--- src/rtl/keypad_pkg.sv ---
// keypad_pkg: shared types, constants and helpers for the 4x4 keypad scanner.
// Holds the scan FSM state type, matrix size, idle drive and key-code helpers.
package keypad_pkg;

  typedef enum logic [1:0] {
    SCAN,
    DEBOUNCE,
    HELD,
    RELEASE
  } scan_state_t;

  localparam int         NUM_ROWS   = 4;
  localparam int         NUM_COLS   = 4;
  localparam logic [3:0] ROW0_DRIVE = 4'b1110;
  localparam logic [7:0] KEY_NONE   = 8'h00;

  // true when exactly one active-low column is pulled down
  function automatic logic one_low(input logic [3:0] v);
    return $countones(~v) == 1;
  endfunction

  function automatic logic [1:0] low_idx(input logic [3:0] v);
    logic [1:0] i;
    i = '0;
    for (int k = 0; k < NUM_COLS; k++)
      if (!v[k]) i = 2'(k);
    return i;
  endfunction

  // row r -> bit 4+r, column c -> bit 3-c
  function automatic logic [7:0] key_code(
    input logic [1:0] r,
    input logic [1:0] c
  );
    logic [3:0] rb;
    logic [3:0] cb;
    rb = 4'b0001 << r;
    cb = 4'b1000 >> c;
    return {rb, cb};
  endfunction

endpackage

--- src/rtl/keypad_scanner_if.sv ---
// keypad_scanner_if: key code bundle from the scanner to keypad_decoder.
// keypad_val = one-hot {row,col}; key_valid = update strobe; key_held = key down.
interface keypad_scanner_if;

  logic [7:0] keypad_val;
  logic       key_valid;
  logic       key_held;

  modport master (
    output keypad_val,
    output key_valid,
    output key_held
  );

  modport slave (
    input keypad_val,
    input key_valid,
    input key_held
  );

endinterface

--- src/rtl/keypad_sync.sv ---
// keypad_sync: W-bit two-flop synchronizer, async active-low reset to ones.
// Ports: clk, reset_n, d (async in), q (synchronized out).
module keypad_sync #(
  parameter int W = 4
) (
  input  logic         clk,
  input  logic         reset_n,
  input  logic [W-1:0] d,
  output logic [W-1:0] q
);

  logic [W-1:0] s1;

  always_ff @(posedge clk or negedge reset_n) begin
    if (!reset_n) begin
      s1 <= '1;
      q  <= '1;
    end else begin
      s1 <= d;
      q  <= s1;
    end
  end

endmodule

--- src/rtl/keypad_scanner.sv ---
// keypad_scanner: 4x4 matrix scan, debounce and one-hot key code producer.
// Ports: clk, reset_n, col_n (in), row_n (out), kp (keypad_scanner_if.master).
// Optional KEYPAD_AUTOREPEAT_EN: re-strobe key_valid every REPEAT_CNT while held.
module keypad_scanner
  import keypad_pkg::*;
#(
  parameter int SCAN_DIV     = 4096,
  parameter int DEBOUNCE_CNT = 65536,
  parameter int REPEAT_CNT   = 2000000
) (
  input  logic                     clk,
  input  logic                     reset_n,
  input  logic [NUM_COLS-1:0]      col_n,
  output logic [NUM_ROWS-1:0]      row_n,
  keypad_scanner_if.master         kp
);

  localparam int CMAX = (SCAN_DIV > DEBOUNCE_CNT) ? SCAN_DIV : DEBOUNCE_CNT;
  localparam int CW   = $clog2(CMAX);
  localparam logic [CW-1:0] SCAN_LAST = CW'(SCAN_DIV - 1);
  localparam logic [CW-1:0] DB_LAST   = CW'(DEBOUNCE_CNT - 1);

  logic [NUM_COLS-1:0] col_s;

  scan_state_t state, state_n;
  logic [CW-1:0] cnt, cnt_n;
  logic [1:0]    row, row_nx;
  logic [1:0]    col, col_nx;
  logic [3:0]    pat, pat_n;
  logic [7:0]    kval, kval_n;
  logic          kvalid, kvalid_n;
  logic          kheld, kheld_n;

`ifdef KEYPAD_AUTOREPEAT_EN
  localparam int RW = (REPEAT_CNT > 2) ? $clog2(REPEAT_CNT) : 1;
  localparam logic [RW-1:0] R_LAST = RW'(REPEAT_CNT - 1);
  logic [RW-1:0] rcnt, rcnt_n;
`else
  logic unused_repeat;
  assign unused_repeat = |REPEAT_CNT;
`endif

  keypad_sync #(.W(NUM_COLS)) u_sync (
    .clk     (clk),
    .reset_n (reset_n),
    .d       (col_n),
    .q       (col_s)
  );

  always_ff @(posedge clk or negedge reset_n) begin
    if (!reset_n) begin
      state  <= SCAN;
      cnt    <= '0;
      row    <= '0;
      col    <= '0;
      pat    <= '1;
      kval   <= KEY_NONE;
      kvalid <= 1'b0;
      kheld  <= 1'b0;
`ifdef KEYPAD_AUTOREPEAT_EN
      rcnt   <= '0;
`endif
    end else begin
      state  <= state_n;
      cnt    <= cnt_n;
      row    <= row_nx;
      col    <= col_nx;
      pat    <= pat_n;
      kval   <= kval_n;
      kvalid <= kvalid_n;
      kheld  <= kheld_n;
`ifdef KEYPAD_AUTOREPEAT_EN
      rcnt   <= rcnt_n;
`endif
    end
  end

  always_comb begin
    state_n  = state;
    cnt_n    = cnt;
    row_nx   = row;
    col_nx   = col;
    pat_n    = pat;
    kval_n   = kval;
    kvalid_n = 1'b0;
    kheld_n  = kheld;
`ifdef KEYPAD_AUTOREPEAT_EN
    rcnt_n   = rcnt;
`endif
    unique case (state)
      SCAN: begin
        if (cnt == SCAN_LAST) begin
          cnt_n = '0;
          // ghosted or idle rows just move on
          if (one_low(col_s)) begin
            state_n = DEBOUNCE;
            col_nx  = low_idx(col_s);
            pat_n   = col_s;
          end else begin
            row_nx = row + 2'd1;
          end
        end else begin
          cnt_n = cnt + 1'b1;
        end
      end
      DEBOUNCE: begin
        if (col_s != pat) begin
          state_n = SCAN;
          cnt_n   = '0;
          row_nx  = row + 2'd1;
        end else if (cnt == DB_LAST) begin
          state_n  = HELD;
          cnt_n    = '0;
          kval_n   = key_code(row, col);
          kvalid_n = 1'b1;
          kheld_n  = 1'b1;
`ifdef KEYPAD_AUTOREPEAT_EN
          rcnt_n   = '0;
`endif
        end else begin
          cnt_n = cnt + 1'b1;
        end
      end
      HELD: begin
        if (col_s[col]) begin
          state_n = RELEASE;
          cnt_n   = '0;
        end
`ifdef KEYPAD_AUTOREPEAT_EN
        else if (rcnt == R_LAST) begin
          rcnt_n   = '0;
          kvalid_n = 1'b1;
        end else begin
          rcnt_n = rcnt + 1'b1;
        end
`endif
      end
      RELEASE: begin
`ifdef KEYPAD_AUTOREPEAT_EN
        rcnt_n = '0;
`endif
        // a bounce back low resumes the hold silently
        if (!col_s[col]) begin
          state_n = HELD;
        end else if (cnt == DB_LAST) begin
          state_n = SCAN;
          cnt_n   = '0;
          kheld_n = 1'b0;
          row_nx  = row + 2'd1;
        end else begin
          cnt_n = cnt + 1'b1;
        end
      end
      default: state_n = SCAN;
    endcase
  end

  assign row_n         = ~(~ROW0_DRIVE << row);
  assign kp.keypad_val = kval;
  assign kp.key_valid  = kvalid;
  assign kp.key_held   = kheld;

endmodule

--- src/flat_wrapper.sv ---
// flat-port wrapper written by rule: the top's interface ports become plain ports
module keypad_scanner_flat import keypad_pkg::*;
#(
  parameter int SCAN_DIV     = 4096,
  parameter int DEBOUNCE_CNT = 65536,
  parameter int REPEAT_CNT   = 2000000
)
  (clk, reset_n, col_n, row_n, kp_keypad_val, kp_key_valid, kp_key_held);
  keypad_scanner_if kp_i ();
  input  logic clk;
  input  logic reset_n;
  input  logic [NUM_COLS-1:0] col_n;
  output logic [NUM_ROWS-1:0] row_n;
  output wire logic [$bits(kp_i.keypad_val)-1:0] kp_keypad_val;
  output wire logic [$bits(kp_i.key_valid)-1:0] kp_key_valid;
  output wire logic [$bits(kp_i.key_held)-1:0] kp_key_held;
  assign kp_keypad_val = kp_i.keypad_val;
  assign kp_key_valid = kp_i.key_valid;
  assign kp_key_held = kp_i.key_held;
  keypad_scanner #(.SCAN_DIV(SCAN_DIV), .DEBOUNCE_CNT(DEBOUNCE_CNT), .REPEAT_CNT(REPEAT_CNT)) u_core (.clk(clk), .reset_n(reset_n), .col_n(col_n), .row_n(row_n), .kp(kp_i));
endmodule
--- config.mk ---
export PLATFORM = sky130hd
export DESIGN_NAME = keypad_scanner_flat
export DESIGN_NICKNAME = d
export VERILOG_FILES = /design/src/rtl/keypad_pkg.sv /design/src/rtl/keypad_scanner_if.sv /design/src/rtl/keypad_sync.sv /design/src/rtl/keypad_scanner.sv /design/src/flat_wrapper.sv
export SDC_FILE = /design/constraint.sdc
export NUM_CORES = 1
export LEC_CHECK = 0
export ABC_AREA = 1
export CORE_MARGIN = 2
export CORE_UTILIZATION = 58
export DETAILED_ROUTE_END_ITERATION = 10
export PLACE_DENSITY = 0.85
export SLEW_MARGIN = 15
export SYNTH_ARGS = -nofsm -noshare
export SYNTH_HDL_FRONTEND = slang
export SYNTH_SLANG_ARGS = --single-unit
--- constraint.sdc ---
create_clock -name clk -period 3.25 [get_ports clk]
set_clock_uncertainty 0.05 [all_clocks]
set_input_delay 0.4875 -clock clk [delete_from_list [all_inputs] [get_ports clk]]
set_output_delay 0.4875 -clock clk [all_outputs]
set_load 0.05 [all_outputs]
==> results of run 1 <==
routing by layer:
layer / vias to the layer above / wire [um] / GRT usage (%)
li1: 1037 / - / -
met1: 910 / 2070 / 27.3
met2: 69 / 2050 / 33.2
met3: 12 / 262 / 4.94
met4: 0 / 86 / 7.05
met5: - / 0 / 0
layout by cell type, fill, tap and decap left out, drive strengths merged:
cell	instances
clkinvlp	2
nor3	5
fa	1
ha	9
xnor2	2
a21oi	4
clkdlybuf4s50	18
a21o	1
inv	48
buf	1
clkbuf	6
or2	1
nor2	44
dfrtp	32
nand4	7
clkinv	1
o21bai	2
dfstp	12
nand3	35
xor2	3
nand2	93
o21ai	15
critical path, stage by stage (launching register included):
cell and delay, ns:
dfstp_2 0.60, inv_1 0.09, ha_1 0.29, ha_1 0.19, fa_1 0.42, inv_1 0.08
nand4_1 0.11, or2_4 0.35, nand2_1 0.10, o21ai_2 0.05
worst max-delay path by stage:
stage	from	endpoint	slack (ns)	cells past startpoint
floorplan	u_core.u_sync.q[2]	u_core.col[0]	0.87	10
global placement	u_core.u_sync.q[2]	u_core.col[0]	0.89	9
detailed placement	u_core.u_sync.q[2]	u_core.col[0]	0.82	9
CTS	u_core.u_sync.q[2]	u_core.col[0]	0.82	9
global route	u_core.u_sync.q[2]	u_core.row[0]	0.66	11
finish	u_core.u_sync.q[2]	u_core.col[0]	0.82	9
logic make-up (layout without fill, tap and decap cells):
group	after synthesis	in the layout
simple gates	185	185
buf+inv	52	76
flops	44	44
compound gates	22	22
fa+ha+maj	10	10
xor+xnor	5	5
sequential cells by signal (all words and copies together), names as in the netlist:
register              count
u_core.kp.key_held        1
u_core.u_sync.s1          4
u_core.col                2
u_core.kp.keypad_val      8
u_core.state              2
u_core.u_sync.q           4
u_core.cnt               16
u_core.row                2
u_core.kp.key_valid       1
u_core.pat                4
where the power goes:
part           leakage, nW  switching (mW)  total (mW)  internal (mW)
combinational        0.828          0.0306      0.0465         0.0159
clock               0.0434           0.185       0.357          0.172
sequential           0.558         0.00338       0.560          0.556
through the flow:
| step | util, % | setup slack [ns] | instances | instance area [um2] | power, mW |
|---|---|---|---|---|---|
| after floorplan | - | 0.875 | 318 | 2510 | 0.595 |
| after global placement | 66.6 | 0.888 | 384 | 2720 | 0.615 |
| after detailed placement | 66.6 | 0.823 | 384 | 2720 | 0.617 |
| after CTS | 69.0 | 0.816 | 392 | 2820 | 0.975 |
| after global routing | 69.0 | 0.655 | 392 | 2820 | 1.00 |
| final | 69.0 | 0.825 | 392 | 2820 | 0.963 |
final cells by class:
class                      instances  area (um2)
clock buffer                       6        82.6
clock inverter                     2        15.0
fill                             338        1270
inverter                          49         185
multi-input combinational        222        1170
sequential                        44        1120
tap                               50        62.6
timing repair buffer              19         185
==> flow_summary.yaml, run 1 <==
clock_network:
  cts_tree: "done"
  clk_latency_ns: 0.30
  cts-resized-gates: 0
  postCtsSetupBuffers: 0
  clock_tree.htree_level_count: 2
  cts_buffer_depth: 2
  numCtsBuffers: 5
  cts_root_buf: "clkbuf_8"
  clk_pin_slew_ns: 0.08
  numClockSinks: 44
  postCtsHoldBufs: 0
route:
  routed_wl_um: 4470
  vias: 2028
  post-route-drc-count: 0
  first_pass_iters: 5
  drtIter0Drc: 159
  drt.antenna.violating_nets: 0
  wl_per_cell_um: 11.4
  via_per_inst: 5.17
synthesis:
  syn_nets: 334
  yosysWarningCount: 0
  ys_types: 26
  synth-async-reset-ratio_pct: 100
  syn_inst: 318
  synth_edf_count: 0
  synth_top_family_by_area: "simple AND/OR/NAND/NOR gates"
  synth_commonest_cells: "85 x nand2_1, 39 x inv_1, 35 x nor2_1, 33 x nand3_1, 32 x dfrtp_1"
  ys_seq_elements: 44
  synth_simple_gate_area_share_pct: 33.0
  synth_mux_area_share_pct: 0
  synth_compound_area_share_pct: 6.78
  synth-adder-area-share_pct: 5.29
  avgSynthCellArea_um2: 7.89
  synthFlopType: "dfrtp_1"
  synthTopCellsByArea: "dfrtp_1 32%, nand2_1 13%, dfstp_2 13%"
  synth_most_common_cell: "nand2_1"
  synth_top_area_share_pct: 31.9
  yosysTopAreaCell: "dfrtp_1"
  syn_area_um2: 2510
  synth-xor-area-share_pct: 1.75
  ys_seq_area_share_pct: 44.5
floorplan:
  floorplan.die_area_um2: 4870
  start_util_pct: 61.4
  core_um2: 4090
  rows: 23
  ios: 20
  die_w_um: 69.8
  die_h_um: 69.8
grt:
  grt_pass1_vias: 1926
  grt_max_degree: 45
  grt_pass1_wl_um: 8140
  grt_overflow: 0
  antenna_found_initial: 0
  track_usage_pct: 20.6
final_layout:
  nets: 357
  n_antenna_cell: 0
  area_growth_pct: 12.4
  drive_gt1_share_pct: 19.0
timing:
  drv_slew: 0
  whs_ns: 0.274
  period_needed_ns: 2.43
  fin_setup_tns_ns: 0
  hold_viol_final: 0
  rsz0062_at_grt: "false"
  setup_violations: 0
  min_period_over_period_pct: 74.6
  fmaxAchievable_mhz: 412
  maxSlewHeadroom_pct: 37.9
  worst_pin_slew_ns: 0.932
placement:
  place_hpwl_um: 3320
  gp_congestion: 0.851
  io_buffers: 19
power:
  vdd_ir_drop_max_mv: 0.266
  p_per_area_nw_per_um2: 341
  power_leakage_nw: 1.43
setup_path:
  critical_path_arrival_ns: 2.57
  critPathKind: "flop to flop"
  worstReg2RegStart: "u_core.u_sync.q[2]"
  required_ns: 3.39
  ff2ff_path_depth: 9
  reg2reg_to: "u_core.col[0]"
  cp-start-kind: "flop"
  endpoint_kind: "flop"
  rrSetupSlack_ns: 0.82
  path_max_fanout: 12
outcome:
  status: "finished, final reports clean"
job:
  drv_cap: 0
hold_path:
  min_path_type: "primary input to async pin"
No activity file was read; power rests on OpenSTA's default activity.
==> inputs of run 2 (changes only) <==
==> constraint.sdc (replaced) <==
create_clock -name clk -period 2.3 [get_ports clk]
set_clock_uncertainty 0.05 [all_clocks]
set_input_delay 0.345 -clock clk [delete_from_list [all_inputs] [get_ports clk]]
set_output_delay 0.345 -clock clk [all_outputs]
set_load 0.05 [all_outputs]
==> run 2 against run 1 <==
  * Sequential share of layout area down 1.5 points
  * Via count is 2.0% higher
  * Die area unchanged
  * Setup slack worse by 0.76 ns
  * Register-to-register slack lost 0.76 ns
  * Flip-flop and latch count did not move
  * Fmax up 8.3%
  * Worst hold slack worse by 0.18 ns
  * Non-clock buffer count rose by 7
  * Critical path type unchanged
  * Largest power group unchanged
==> flow_summary.yaml, run 2 (same netlist as run 1, synthesis figures left out) <==
timing:
  layout_setup_ws_ns: 0.0608
  fmaxAchievable_mhz: 447
  whs_ns: 0.0930
  setup_violations: 0
  drv_slew: 0
  rsz0062_at_grt: "true"
  period_needed_ns: 2.24
  min_period_over_period_pct: 97.4
  hold_viol_final: 0
  maxSlewHeadroom_pct: 44.1
  worst_pin_slew_ns: 0.838
final_layout:
  n_antenna_cell: 0
  largest_register_ffs: 16
  largest_register: "u_core.cnt"
  final_common_cell: "nand2_1"
  nets: 365
  final_cell_area_um2: 2930
  area_growth_pct: 16.9
  drive_gt1_share_pct: 23.1
  most-common-layout-cells: "83 x nand2_1, 37 x inv_1, 34 x nor2_1, 33 x nand3_1, 32 x dfrtp_1"
  post-route-util_pct: 71.7
route:
  post-route-drc-count: 0
  first_pass_iters: 4
  drtIter0Drc: 131
  vias: 2069
  drt.antenna.violating_nets: 0
  via_per_inst: 5.17
  routed_wl_um: 4750
  wl_per_cell_um: 11.9
clock_network:
  cts_tree: "done"
  numClockSinks: 44
  postCtsHoldBufs: 0
  clk_latency_ns: 0.30
  cts_buffer_depth: 2
  clock_tree.htree_level_count: 2
  cts_root_buf: "clkbuf_8"
  clk_pin_slew_ns: 0.08
  numCtsBuffers: 5
power:
  pwr-share-comb_pct: 6.5
  p_int_mw: 1.10
  switchingPower_mw: 0.302
  power_leakage_nw: 1.49
  switching_share_pct: 21.6
  seq_power_share_pct: 56.4
  vdd_ir_drop_max_mv: 0.291
  p_per_area_nw_per_um2: 478
  pwr-share-clk_pct: 37.1
setup_path:
  cp-start-kind: "flop"
  worstReg2RegStart: "u_core.u_sync.q[2]"
  endpoint_kind: "flop"
  rrSetupSlack_ns: 0.06
  critical_path_arrival_ns: 2.38
  critPathMaxStageDelay_ns: 0.54
  path_cells: "inv_2 > ha_4 > ha_4 > fa_1 > inv_1 > nand4_1 > or2_4 > nand2_2 > o21ai_2"
  critPathKind: "flop to flop"
  required_ns: 2.44
  crit_top_cell: "ha_4"
  ff2ff_path_depth: 9
  cpMaxStageDelayCell: "dfstp_2"
  reg2reg_to: "u_core.col[0]"
  path_max_fanout: 6
grt:
  grt_overflow: 0
  grt_max_degree: 40
  track_usage_pct: 21.2
  grt_pass1_wl_um: 8430
  grt_pass1_vias: 2005
  antenna_found_initial: 0
hold_path:
  min_path_type: "primary input to async pin"
placement:
  io_buffers: 19
  postPlaceCellArea_um2: 2780
  gp_congestion: 0.844
  place_ws_ns: -0.00592
  place_hpwl_um: 3340
floorplan:
  die_w_um: 69.8
  die_h_um: 69.8
  rows: 23
  floorplan.die_area_um2: 4870
  start_util_pct: 61.4
  ios: 20
  core_um2: 4090
job:
  drv_cap: 0
outcome:
  status: "finished, final reports clean"
-- run 2: cell types whose count changed in the layout (fill, tap and decap cells not counted), sizes merged --
cell	previous run	this run
or2	1	2
clkdlybuf4s50	18	15
dlymetal6s2s	0	2
clkbuf	6	8
buf	1	9
clkinvlp	2	0
-- run 2: layout make-up --
type | instances | area (um2)
tap | 50 | 62.6
multi-input combinational | 223 | 1230
fill | 322 | 1150
clock buffer | 8 | 100
sequential | 44 | 1120
inverter | 49 | 185
timing repair buffer | 26 | 240
-- run 2: what timing repair did --
item	in CTS	in global routing
resized for setup	2	6
endpoints found under the setup margin	4	11
pin swaps	0	5
endpoints found under the hold margin	0	0
cloned	1	0
buffers inserted	0	1
-- run 2: worst max-delay path by stage --
stage                                  start       endpoint
after floorplan           u_core.u_sync.q[0]  u_core.col[0]
after global placement    u_core.u_sync.q[0]  u_core.row[0]
after detailed placement  u_core.u_sync.q[0]  u_core.col[1]
after CTS                 u_core.u_sync.q[0]  u_core.col[1]
after global routing      u_core.u_sync.q[3]  u_core.col[0]
final                     u_core.u_sync.q[2]  u_core.col[0]
-- run 2: layer usage --
metal  up-vias  part of all wire, %  track usage (%)  wire length [um]
met5         -                    0                0                 0
met4         0                  1.8             8.76                85
met3        10                  4.0             3.78               188
met2        53                   49             36.9              2310
met1       949                   46             25.7              2170
li1       1057                    -                -                 -
-- run 2: stage by stage --
| stage | TNS (ns) | total power [mW] | cells |
|---|---|---|---|
| finish | 0 | 1.40 | 400 |
| global route | -0.215 | 1.45 | 400 |
| CTS | 0 | 1.41 | 399 |
| detailed placement | -0.00592 | 0.885 | 390 |
| global placement | 0 | 0.881 | 390 |
| floorplan | 0 | 0.843 | 318 |
-- run 2: worst max-delay path, delay by kind of cell (launching register included) --
kind	cells	cell delay, ns
compound gates	1	0.05
simple gates	3	0.55
fa+ha+maj	3	0.82
buf+inv	2	0.13
flops	1	0.54
-- run 2: power by group through the flow --
stage                     Clock (mW)  Combinational [mW]  Sequential, mW
after floorplan                    0              0.0387           0.805
after global placement             0              0.0776           0.804
after detailed placement           0              0.0804           0.804
after CTS                      0.534              0.0830           0.790
after global routing           0.561               0.103           0.791
final                          0.519              0.0913           0.790
==> edit 1, RTL diff (settings of run 2) <==
Change the package constant `NUM_ROWS` from 4 to 8.
--- a/src/rtl/keypad_pkg.sv
+++ b/src/rtl/keypad_pkg.sv
@@ -10,5 +10,5 @@
   } scan_state_t;
 
-  localparam int         NUM_ROWS   = 4;
+  localparam int         NUM_ROWS   = 8;
   localparam int         NUM_COLS   = 4;
   localparam logic [3:0] ROW0_DRIVE = 4'b1110;
Interface: changed (resized row_n); port bits go from 20 to 24. No check against the original RTL was run, so the function may have changed too.
==> edit 1 against run 2 <==
  * The flow now finishes with violations (setup timing)
  * Routed wire length fell by 1.6%
  * Highest routed layer unchanged
  * Sequential power about the same
  * Cell area increased by 0.26%
  * Sequential cell count unchanged
  * Critical endpoint is now u_core.col[1]
  * Critical path depth stayed put
  * First-iteration DRC count decreased by 36%
  * Via count decreased by 1.6%
  * Total power decreased by 1.0%
  * Setup slack worse by 0.21 ns
  * Area after synthesis is 0.55% lower
  * Final cell count decreased by 4.3%
==> edit 1: results (changes against run 2) <==
.. list-table::
   :header-rows: 1

   * - Metric
     - Value
   * - Met3 Resource Use GR
     - 0.05087 (+0.01308)
   * - WL/cell
     - 12.20 microns (+2.7%)
   * - Setup-violating endpoint count in the final report
     - 10 (+10)
   * - Count of placed standard cells including taps
     - 374 (-4.1%)
   * - Portion of the post-synthesis area used by sequential elements
     - 0.4473 (+0.002454)
   * - Fill cell count
     - 310 (-3.7%)
   * - Post-Layout Cell Count
     - 383 (-4.3%)
   * - Setup slack of the critical path after layout
     - -0.1444 ns (-0.2052 ns)
   * - Half-perimeter wire length of the detailed placement result
     - 3.506 mm (+5.0%)
   * - Number of vias per cell
     - 5.316 (+2.8%)
   * - Failing checks
     - setup timing
   * - Wire length of the first global-routing pass
     - 8.211 mm (-2.6%)
   * - Clock root buffer master
     - sky130_fd_sc_hd__clkbuf_8
   * - Met2 track demand over resource
     - 0.3590 (-0.01034)
   * - Initial DRT Pass Iterations
     - 5 (+1)
   * - Top cells by count, synth
     - sky130_fd_sc_hd__nand2_1, sky130_fd_sc_hd__inv_1, sky130_fd_sc_hd__dfrtp_1, sky130_fd_sc_hd__nand3_1, sky130_fd_sc_hd__nor2_1
   * - Pleak
     - 1.451 nW (-2.7%)
   * - Routability Congestion
     - 0.8202 (-2.8%)
   * - Worst Path Arrival
     - 2.62 ns (+0.24 ns)
   * - Slew at the pin with the worst max-slew slack
     - 0.7606 ns (-0.07719 ns)
   * - Final sum of negative setup slack
     - -1.164 ns (-1.164 ns)
   * - Largest net degree at the start of global routing
     - 36 (-10%)
   * - Final net count
     - 348 (-4.7%)
   * - Ratio of cells with drive above 1 in the final layout
     - 0.2312 (about the same)
   * - Run status
     - finished, violations left
   * - Met1 Track Usage GR
     - 0.2565 (-0.0007406)
   * - Top area cells in the synthesized netlist
     - sky130_fd_sc_hd__dfrtp_1, sky130_fd_sc_hd__dfstp_2, sky130_fd_sc_hd__nand2_1
   * - Port-buffer cells
     - 22 (+3)
   * - Synthesized instance count
     - 300 (-5.7%)
   * - Instance area after placement
     - 2824 sq um (+1.5%)
   * - 1st-iter DRT viols
     - 84 (-36%)
   * - Number of global-route vias before repair
     - 1973 (-1.6%)
edit 1: changes by cell type after synthesis, sizes merged, moves of 2 or more:
cell,run 2,this run
nor2,44,29
nand3b,0,3
a21oi,4,9
o31ai,0,2
o21ai,15,17
nand3,35,25
and3,0,2
o21bai,2,0
nand2,93,79
buf,3,7
edit 1: worst paths after layout:
kind	to	startpoint	cells after the start	slack [ns]
max reg2reg	u_core.col[1]	u_core.u_sync.q[2]	9	-0.14
max	u_core.col[1]	u_core.u_sync.q[2]	9	-0.14
min in group clk	u_core.u_sync.q[0]	u_core.u_sync.s1[0]	0	0.31
max in group asynchronous	u_core.u_sync.q[2]	reset_n	2	1.44
min reg2reg	u_core.u_sync.q[0]	u_core.u_sync.s1[0]	0	0.31
min	u_core.kp.keypad_val[2]	reset_n	1	0.06
edit 1: power groups by stage:
stage,Sequential [mW],Combinational (mW),Clock (mW)
floorplan,0.805,0.0539,0
global placement,0.803,0.0958,0
detailed placement,0.805,0.100,0
CTS,0.790,0.101,0.513
global route,0.791,0.117,0.540
finish,0.790,0.103,0.493
edit 1: cells by family after synthesis:
logic type,share of synthesized area
AO/OA/AOI/OAI,0.07573
XOR/XNOR,0.01404
adder cells (fa/ha/maj),0.05316
buffers and inverters,0.09579
flip-flops,0.4473
other,0.001503
AND/OR/NAND/NOR,0.3124
edit 1: cell type report:
cell class	count	area (sq um)	share of cell area
multi-input cells	200	1194	0.4061
flip-flops and latches	44	1116	0.3797
repair buffers	32	290.3	0.09877
inverters	49	183.9	0.06258
clock buffers	6	82.58	0.02810
well taps	50	62.56	0.02129
clock inverters	2	10.01	0.003406
edit 1: repair_timing:
item | in CTS | in global routing
pin swaps | 1 | 3
gates cloned | 0 | 1
resized for setup | 6 | 7
endpoints found under the setup margin | 11 | 12
hold buffers | 0 | 0
edit 1: worst max-delay path, stage by stage (launching register included):
cell and delay [ns]:
sky130_fd_sc_hd__dfstp_2 0.54, sky130_fd_sc_hd__inv_2 0.05, sky130_fd_sc_hd__ha_4 0.24, sky130_fd_sc_hd__ha_4 0.15, sky130_fd_sc_hd__fa_1 0.44, sky130_fd_sc_hd__or3b_4 0.41
sky130_fd_sc_hd__nor2_2 0.10, sky130_fd_sc_hd__nand3_2 0.09, sky130_fd_sc_hd__buf_2 0.17, sky130_fd_sc_hd__o21ai_1 0.13
edit 1: layer usage:
layer | up-vias | wire length, microns
met2 | 73 | 2269
met5 | - | 0
met1 | 940 | 2013
li1 | 1008 | -
met3 | 15 | 273
met4 | 0 | 114
edit 1: metrics by stage:
stage	hold WS (ns)	setup WS, ns
2_1_floorplan	-0.0005911	-0.1360
3_3_place_gp	0.2957	-0.09905
3_5_place_dp	0.2969	-0.1642
4_1_cts	0.08823	-0.1379
5_1_grt	0.1408	-0.2514
6_report	0.06032	-0.1444
==> edit 2, RTL diff (flow settings as in run 2) <==
Without the edit above. The 4 states of `scan_state_t` get a one-hot encoding in 4 bits.
--- a/src/rtl/keypad_pkg.sv
+++ b/src/rtl/keypad_pkg.sv
@@ -3,9 +3,9 @@
 package keypad_pkg;
 
-  typedef enum logic [1:0] {
-    SCAN,
-    DEBOUNCE,
-    HELD,
-    RELEASE
+  typedef enum logic [3:0] {
+    SCAN     = 4'b0001,
+    DEBOUNCE = 4'b0010,
+    HELD     = 4'b0100,
+    RELEASE  = 4'b1000
   } scan_state_t;
 
Function: same outputs for any inputs over 10 cycles, from zero or initial values and one cycle with reset_n low; not proved beyond that.
==> edit 2 against run 2 <==
  * Combinational power is 27% higher
  * Largest power group unchanged
  * The run now ends with setup timing left
  * Global-route usage grew 1.4 points
  * Final cell count grew 17%
  * Count of clock-buffer cells in the layout shrank 3
  * Area after synthesis is 14% higher
  * Critical path type unchanged
  * Fmax fell by 4.0%
  * Die area grew 13%
  * Total power is 9.2% higher
  * Routed wire length rose by 21%
  * Sequential cell count rose by 2
  * Cell area grew 15%
  * Setup slack worse by 0.092 ns
==> edit 2: results (changes against run 2) <==
.. list-table::
   :header-rows: 1

   * - Metric
     - Value
   * - Final sum of negative setup slack
     - -0.1102 ns (-0.1102 ns)
   * - Number of vias per cell
     - 5.274 (+2.0%)
   * - Highest-delay cell along the critical path
     - sky130_fd_sc_hd__dfstp_2
   * - Final net count
     - 416 (+14%)
   * - Met1 Track Usage GR
     - 0.2937 (+0.03641)
   * - Setup-violating endpoint count in the final report
     - 7 (+7)
   * - Adder-Cell Fraction of Synth Area
     - 0.04631 (-0.006559)
   * - Wire length of the first global-routing pass
     - 9.577 mm (+14%)
   * - Worst Path Arrival
     - 2.47 ns (+0.09 ns)
   * - Met3 Resource Use GR
     - 0.03794 (+0.0001497)
   * - Fraction of the mapped netlist area in compound gates
     - 0.06772 (-0.0001153)
   * - Fill cell count
     - 384 (+19%)
   * - Top cells by count, synth
     - sky130_fd_sc_hd__nand2_1, sky130_fd_sc_hd__inv_1, sky130_fd_sc_hd__dfrtp_1, sky130_fd_sc_hd__nand3_1, sky130_fd_sc_hd__nor2_1
   * - 1st-iter DRT viols
     - 234 (+79%)
   * - Netlist cell types
     - 34 (+31%)
   * - Startpoint of the most critical register-to-register path
     - u_core.u_sync.q[3]
   * - Setup slack of the critical path after layout
     - -0.03140 ns (-0.09220 ns)
   * - Failing checks
     - setup timing
   * - Post-Place Worst Slack
     - -0.1020 ns (-0.09606 ns)
   * - Global-route usage over all layers
     - 0.2260 (+0.01403)
   * - Run status
     - finished, violations left
   * - Total nets after synthesis
     - 383 (+15%)
   * - Top area cells in the synthesized netlist
     - sky130_fd_sc_hd__dfrtp_1, sky130_fd_sc_hd__nand2_1, sky130_fd_sc_hd__dfstp_2
   * - Combinational share of power
     - 0.076 (+0.011)
   * - Portion of the post-synthesis area used by sequential elements
     - 0.4076 (-0.03729)
   * - Pleak
     - 1.696 nW (+14%)
   * - Half-perimeter wire length of the detailed placement result
     - 4.031 mm (+21%)
   * - Number of global-route vias before repair
     - 2243 (+12%)
   * - Routability Congestion
     - 0.9159 (+8.5%)
   * - Met2 track demand over resource
     - 0.3750 (+0.005688)
   * - Relative contribution of the clock network to total power
     - 0.385 (+0.014)
   * - Net switching share of the total power
     - 0.2195 (+0.003510)
   * - Instance area after placement
     - 3201 sq um (+15%)
   * - Peak supply drop
     - 0.0003495 V (+20%)
   * - Worst slew slack as a fraction of its limit
     - 0.6141 (+0.1727)
edit 2: cell types whose count changed after synthesis, sizes merged, moves of 3 or more:
cell | run 2 | this run
nand2 | 93 | 127
nand4 | 7 | 13
nor2 | 44 | 35
nand3b | 0 | 4
a21oi | 4 | 8
nor3 | 5 | 2
o21ai | 15 | 21
edit 2: what timing repair did:
action	in CTS	in global routing
endpoints found under the hold margin	0	0
pin swaps	4	4
endpoints found under the setup margin	12	15
cloned	0	1
gates resized for setup	7	18
edit 2: worst paths after layout:
| check | to | slack, ns | cells past startpoint |
|---|---|---|---|
| hold reg to reg | u_core.u_sync.q[1] | 0.31 | 0 |
| max in group asynchronous | u_core.kp.keypad_val[7] | 1.73 | 2 |
| min in group clk | u_core.u_sync.q[1] | 0.31 | 0 |
| hold / removal | u_core.kp.keypad_val[1] | 0.07 | 2 |
| setup reg to reg | u_core.col[0] | -0.03 | 10 |
| setup / recovery | u_core.col[0] | -0.03 | 10 |
edit 2: layer usage:
| metal | vias up | routed length, microns |
|---|---|---|
| li1 | 1237 | - |
| met1 | 1129 | 2522 |
| met2 | 88 | 2780 |
| met3 | 14 | 327 |
| met4 | 0 | 129 |
| met5 | - | 0 |
edit 2: final cells by class:
class	instances	area [sq um]	area share
Multi-Input combinational cell	267	1541	0.4570
Sequential cell	46	1167	0.3461
Inverter	50	192.7	0.05712
Clock inverter	3	40.04	0.01187
Tap cell	67	83.83	0.02485
Timing Repair Buffer	30	279.0	0.08272
Clock buffer	5	68.82	0.02040
edit 2: stage by stage:
step                cells  total power, mW    util
detailed placement    459           0.9416  0.6732
global route          468            1.582  0.7095
CTS                   467            1.526  0.6971
floorplan             367           0.8829       -
finish                468            1.530  0.7095
global placement      459           0.9356  0.6732
